==> src/rtl/flostamp.sv <==
`default_nettype none
// ============================================================================
// Module   : flostamp
// Purpose  : Encodes timed event strobes into {delay, data} words and queues
//            them in a small FIFO for a downstream delay-decoding buffer.
// Options  : FLOSTAMP_FILLER_EN - emit {127, last data} filler words so gaps
//            longer than 127 idle cycles keep their absolute timing.
// Revision : 1.0 - initial release
// ============================================================================
module flostamp #(
  parameter int fifo_size = 4
) (
  input  logic        clk,
  input  logic        rst_n,
  input  logic [15:0] data_i,
  input  logic        stb_i,
  input  logic        full_i,
  output logic [15:0] data_o,
  output logic [6:0]  delay_o,
  output logic        valid_o,
  output logic        empty_o,
  output logic        err_o
);

  localparam int              c_AW       = $clog2(fifo_size);
  localparam logic [c_AW:0]   c_DEPTH    = (c_AW+1)'(fifo_size);
  localparam logic [c_AW-1:0] c_PTR_ONE  = (c_AW)'(1);
  localparam logic [6:0]      c_GAP_MAX  = 7'd127;
  localparam logic [0:0]      c_IDLE     = 1'b0;
  localparam logic [0:0]      c_RUN      = 1'b1;

  logic [0:0]      r_state;
  logic [6:0]      r_gap;
  logic [15:0]     r_last_data;
  logic [22:0]     r_mem [fifo_size];
  logic [c_AW-1:0] r_wr_ptr;
  logic [c_AW-1:0] r_rd_ptr;
  logic [c_AW:0]   r_count;
  logic            r_valid;
  logic            r_err;
  logic            r_empty;
  logic [15:0]     r_data;
  logic [6:0]      r_delay;

  logic [6:0]      w_gap_inc;
  logic            w_filler;
  logic            w_wr;
  logic [22:0]     w_wr_word;
  logic            w_pop;
  logic            w_full;
  logic            w_accept;
  logic [c_AW:0]   w_count_next;

  always_comb begin
    w_gap_inc = (r_gap == c_GAP_MAX) ? r_gap : r_gap + 7'd1;
`ifdef FLOSTAMP_FILLER_EN
    // The filler fires on the idle cycle that brings the gap to 127, so the
    // filler itself accounts for that cycle and no idle time is lost.
    w_filler  = (r_state == c_RUN) && !stb_i && (w_gap_inc == c_GAP_MAX);
`else
    w_filler  = 1'b0;
`endif
    w_wr         = stb_i || w_filler;
    w_wr_word    = stb_i ? {r_gap, data_i} : {c_GAP_MAX, r_last_data};
    w_pop        = (r_count != '0) && !full_i;
    w_full       = (r_count == c_DEPTH);
    w_accept     = w_wr && (!w_full || w_pop);
    w_count_next = r_count + (c_AW+1)'(w_accept) - (c_AW+1)'(w_pop);
  end

  // Storage carries no reset; validity is defined entirely by the pointers.
  always_ff @(posedge clk) begin
    if (rst_n && w_accept) begin
      r_mem[r_wr_ptr] <= w_wr_word;
    end
  end

  always_ff @(posedge clk) begin
    if (!rst_n) begin
      r_state     <= c_IDLE;
      r_gap       <= 7'd0;
      r_last_data <= 16'd0;
      r_wr_ptr    <= '0;
      r_rd_ptr    <= '0;
      r_count     <= '0;
      r_valid     <= 1'b0;
      r_err       <= 1'b0;
      r_empty     <= 1'b1;
      r_data      <= 16'd0;
      r_delay     <= 7'd0;
    end else begin
      r_gap <= w_wr ? 7'd0 : w_gap_inc;
      if (stb_i) begin
        r_state     <= c_RUN;
        r_last_data <= data_i;
      end
      if (w_accept) begin
        r_wr_ptr <= r_wr_ptr + c_PTR_ONE;
      end
      if (w_pop) begin
        r_rd_ptr <= r_rd_ptr + c_PTR_ONE;
        r_data   <= r_mem[r_rd_ptr][15:0];
        r_delay  <= r_mem[r_rd_ptr][22:16];
      end
      r_valid <= w_pop;
      r_err   <= w_wr && !w_accept;
      r_count <= w_count_next;
      r_empty <= (w_count_next == '0);
    end
  end

  assign data_o  = r_data;
  assign delay_o = r_delay;
  assign valid_o = r_valid;
  assign empty_o = r_empty;
  assign err_o   = r_err;

endmodule
`default_nettype wire

==> config.mk <==
export PLATFORM = sky130hd
export DESIGN_NAME = flostamp
export DESIGN_NICKNAME = d
export VERILOG_FILES = /design/src/rtl/flostamp.sv
export SDC_FILE = /design/constraint.sdc
export NUM_CORES = 1
export LEC_CHECK = 0
export CAP_MARGIN = 20
export CORE_MARGIN = 2
export CORE_UTILIZATION = 44
export CTS_BUF_LIST = sky130_fd_sc_hd__clkbuf_16
export DETAILED_ROUTE_END_ITERATION = 6
export GPL_TIMING_DRIVEN = 1
export PLACE_DENSITY = 0.64
export SYNTH_ARGS = -nofsm -noshare
export SYNTH_HDL_FRONTEND = slang
export SYNTH_SLANG_ARGS = --single-unit
==> constraint.sdc <==
create_clock -name clk -period 3.99 [get_ports clk]
set_clock_uncertainty 0.2 [all_clocks]
set_input_delay 0.798 -clock clk [delete_from_list [all_inputs] [get_ports clk]]
set_output_delay 0.798 -clock clk [all_outputs]
set_load 0.005 [all_outputs]
======== After elaboration in Yosys (flattened, before gate mapping) ========
Memory sizes are Yosys's and may differ from the RTL's. A register that Yosys moved wholly into a read port is not among the register bits.
Index checks and enable logic that the tools add are counted.
operators by class
  multiplexer cells ....................... 3
  reduce and logical (&&, ||, !) cells .... 12
  eq/ne operators ......................... 2
  bitwise gates (word level) .............. 1
  add/subtract/negate cells ............... 5
operators by type and width
  operator             number
  $mux 23              1
  $add 7x1->7 const B  1
  $eq 7x7->1 const B   1
  $add 2x1->2 const B  2
  $logic_and 1x1->1    4
  $logic_not 1->1      4
  $add 3x1->3          1
  $eq 3x3->1 const B   1
  $logic_not 3->1      1
  $reduce_bool 3->1    1
  $sub 3x1->3          1
  $mux 1               2
  $reduce_or 2->1      1
  $logic_or 1x1->1     1
  $not 1->1            1
storage, ports and cells
  bits in registers ....................... 33
  memories ................................ 1
  word-level logic and storage cells ...... 32
  output and inout bits ................... 26
  input bits .............................. 20
  RAM bits ................................ 92
memory list
  name   words  bits a word  read ports  clocked after Yosys merged registers in  wr ports  line  text
  r_mem  4      23           1           1                                        1         35    logic [22:0] r_mem [fifo_size];

======== Logic depth before layout (Yosys ltp) ========
  depth after elaboration ................. 7
  gate-level depth with buffers ........... 10
  depth with buffers taken out ............ 9

======== Least setup slack after synthesis ========
No wires, ideal clock.
  kind .................................... input to register
  from .................................... in full_i
  to ...................................... reg r_count[2]
  slack ................................... 1337 ps
  buffers on the path ..................... 1
  arrival time ............................ 2338 ps
  stages on the path ...................... 9
  library setup time ...................... 115 ps
  required time ........................... 3675 ps
  cells stage by stage .................... clkbuf_1 nor3_1 nand2b_1 ha_1 inv_1 fa_1 xnor2_1 xnor2_1 and2_1
on the way
  word-level cells in the longest chain between the ends .. 6
RTL lines
  element                line  text
  start, declared        17    input logic full_i,
  $logic_not 1->1 (*)    65    w_pop = (r_count != '0) && !full_i;
  $logic_and 1x1->1 (*)  65
  $logic_or 1x1->1       67    w_accept = w_wr && (!w_full || w_pop);
  $logic_and 1x1->1      67
  $add 3x1->3            68    w_count_next = r_count + (c_AW+1)'(w_accept) - (c_AW+1)'(w_pop);
  $sub 3x1->3 (*)        68
  end signal, assigned   107   r_count <= w_count_next;
  end, declared          38    logic [c_AW:0] r_count;
Mark *: on every way between the ends. The rest lies on a longest branch, timed or not.
A chain may end at the register's enable or synchronous reset.

======== Worst setup path in the final report ========
  from .................................... in full_i
  to ...................................... reg r_empty, in the netlist empty_o
on the way
  word-level cells in the longest chain between the ends .. 7
RTL lines
  element                line  text
  $logic_not 1->1 (*)    65
  $logic_and 1x1->1 (*)  65
  $logic_or 1x1->1       67
  $logic_and 1x1->1      67
  $add 3x1->3            68
  $sub 3x1->3 (*)        68
  $logic_not 3->1 (*)    108   r_empty <= (w_count_next == '0);
  end signal, assigned   108
  end, declared          41    logic r_empty;
Marks and branches as above.

==> impl_metrics.tcl <==
set metrics [dict create \
    dp_hpwl_um 6030 \
    rsz0062_at_grt "false" \
    grt_start_max_net_pins 30 \
    antenna_found_initial 0 \
    cts_tree "built" \
    drt_first_pass_iters 4 \
    status "finished clean" \
    area_growth_pct 22.3 \
    fillers 961 \
    ys_seq_area_share_pct 70.1 \
    root_buffer "clkbuf_16" \
    async_reset_ff_share_pct 0 \
    die-area_sq_um 13500 \
    grt_pass1_wl_um 15800 \
    holdBufCountCts 0 \
    track_usage_pct 16.3 \
    ys_ff_latch 148 \
    synth_top_area_share_pct 49.9 \
    first_global_vias 3010 \
    fin_util_pct 55.7 \
    synthFlopType "edfxtp_1" \
    dr.first_iter.drc_count 167 \
    start_kind "input port" \
    ys_warn_count 0 \
    setup_viol_count_final 0 \
    synth_nets 349 \
    clk_latency_ps 420 \
    diodes 0 \
    numCtsBuffers 17 \
    worstPathArrival_ps 2920 \
    end_kind "flip-flop" \
    avgSynthCellArea_sq_um 17.2 \
    yosysUniqueCellTypes 38 \
    period_share_pct 71.0 \
    grt.overflow.total 0 \
    pin_count 46 \
    routabilityCongestion 0.749 \
    h-tree-depth 4 \
    post_cts_buffers 0 \
    rows 40 \
    critPathKind "input port to flip-flop" \
    crit_path_max_fanout 10 \
    synthCells 322 \
    p_leak_nw 2.35 \
    drv_cap 0 \
    ys_top_cells_by_count "92 x edfxtp_1, 56 x dfxtp_1, 23 x a22o_1" \
    power_mw 4.15 \
    hold_path.class "flip-flop to flip-flop" \
    wire_per_inst_um 17.4 \
    yosysMostFrequentCell "edfxtp_1" \
    core_region_area_sq_um 12200 \
    whs_path_depth 1 \
    max_slew_margin_pct 36.9 \
    multiInputGateArea_sq_um 1530 \
    clkTransAtPathRegs_ps 60 \
    io_buffer_count 45 \
    avgViaCountPerCell 5.11 \
    drive_gt1_share_pct 20.1 \
    clock_sinks 148 \
    die_w_um 116 \
    seqCellArea_sq_um 3880 \
    reg2reg_depth 9 \
    tightest_slew_ps 946 \
    maxSlewViolCount 0 \
    cts-resized-gates 0 \
    synth_top_area_cell "edfxtp_1" \
    fin_setup_tns_ps 0 \
    start_util_pct 45.6 \
    timing_hold_violations_final 0 \
    route.detailed.drc 0 \
    ir_worst_vdd_mv 0.292 \
    max_freq_mhz 353 \
    wirelength_um 9790 \
    die_h_um 116 \
    netlist_top_cells_area "edfxtp_1 50%, dfxtp_1 20%, mux4_2 6.9%" \
    syn-cell-area_sq_um 5540 \
    clockBufferDepth 2 \
    p_per_area_nw_per_um2 611 \
    ant_nets 0 \
    dpl-instance-area_sq_um 6190 \
    final_area_sq_um 6780 \
    via_count 2866 \
    crit_required_ps 4070 \
    synth_edf_count 92 \
    fin_nets 407 \
    fin_crit_ps 2830 \
]
-- layout by cell type, fill, tap and decap left out, types with 2 or more instances in the layout --
master and count:
nand2_1 3, clkinv_2 3, and2_1 22, nor3_4 2, edfxtp_1 92, nand2b_1 9, clkdlybuf4s50_1 45, nor3_1 3
mux4_2 17, o21ai_0 7, mux2_2 16, a211oi_1 2, inv_1 6, buf_4 11, a22o_1 23, dfxtp_1 55
and3_1 3, bufinv_16 3, ha_1 6, clkbuf_16 17, clkinvlp_4 6, mux4_1 6, a31oi_1 4, nor2_1 4
xnor2_1 2, a21oi_1 6, nand3_1 5
-- path summary, 6_finish.rpt --
kind | startpoint | end | slack [ps]
setup / recovery | full_i | empty_o | 1160
hold / removal | data_o[13] | data_o[13] | 270
hold reg to reg | data_o[13] | data_o[13] | 270
setup reg to reg | r_count[1] | empty_o | 1600
-- final cells by class --
class	instances	area share, %
flip-flops and latches	148	57.3
multi-input cells	151	22.6
repair buffers	56	7.86
clock buffers	17	6.28
well taps	168	3.10
clock inverters	15	2.45
inverters	6	0.369
-- cells by family (layout without fill, tap and decap cells) --
family	after synthesis	in the layout	share of synthesized area, %
XOR/XNOR	2	2	0.316
buffers and inverters	23	94	2.35
flip-flops	148	148	70.1
adder cells (fa/ha/maj)	7	7	1.72
AO/OA/AOI/OAI	46	46	6.07
multiplexers	39	39	13.0
AND/OR/NAND/NOR	57	57	6.46
-- per-stage QoR --
step | setup WS, ps | std cells | hold WS, ps
3_3_place_gp | 768 | 529 | 258
2_1_floorplan | 1340 | 322 | 263
6_report | 1160 | 561 | 275
3_5_place_dp | 689 | 529 | 259
5_1_grt | 944 | 561 | 288
4_1_cts | 1140 | 561 | 281
-- critical path: stages --
cell and delay [ps]:
clkdlybuf4s50_1 590, nor3_1 390, nand2b_1 160, ha_1 140, inv_1 50, fa_1 380, xnor2_1 170, xnor2_1 150
o21ai_0 100
-- state kept, by name (all words and copies together), names as in the netlist --
name,count
r_mem,92
data_o,16
r_last_data,16
delay_o,7
r_gap,7
r_count,3
r_rd_ptr,2
r_wr_ptr,2
empty_o,1
err_o,1
valid_o,1
-- metal layers --
layer  up-vias  global-route usage (%)  share of wire [%]  routed length [um]
met4         0                    6.59                1.6                 160
met1      1430                    19.8                 45                4420
met2        55                    26.6                 49                4830
met5         -                       0                  0                   0
met3        16                    6.23                3.8                 375
li1       1365                       -                  -                   -
-- power by group --
group	leakage, nW	switching (mW)	internal, mW
clock	0.276	0.608	0.973
combinational	0.768	0.260	0.399
sequential	1.30	0.128	1.78
total	2.35	0.996	3.15
Power figures use the tool's default switching activity.
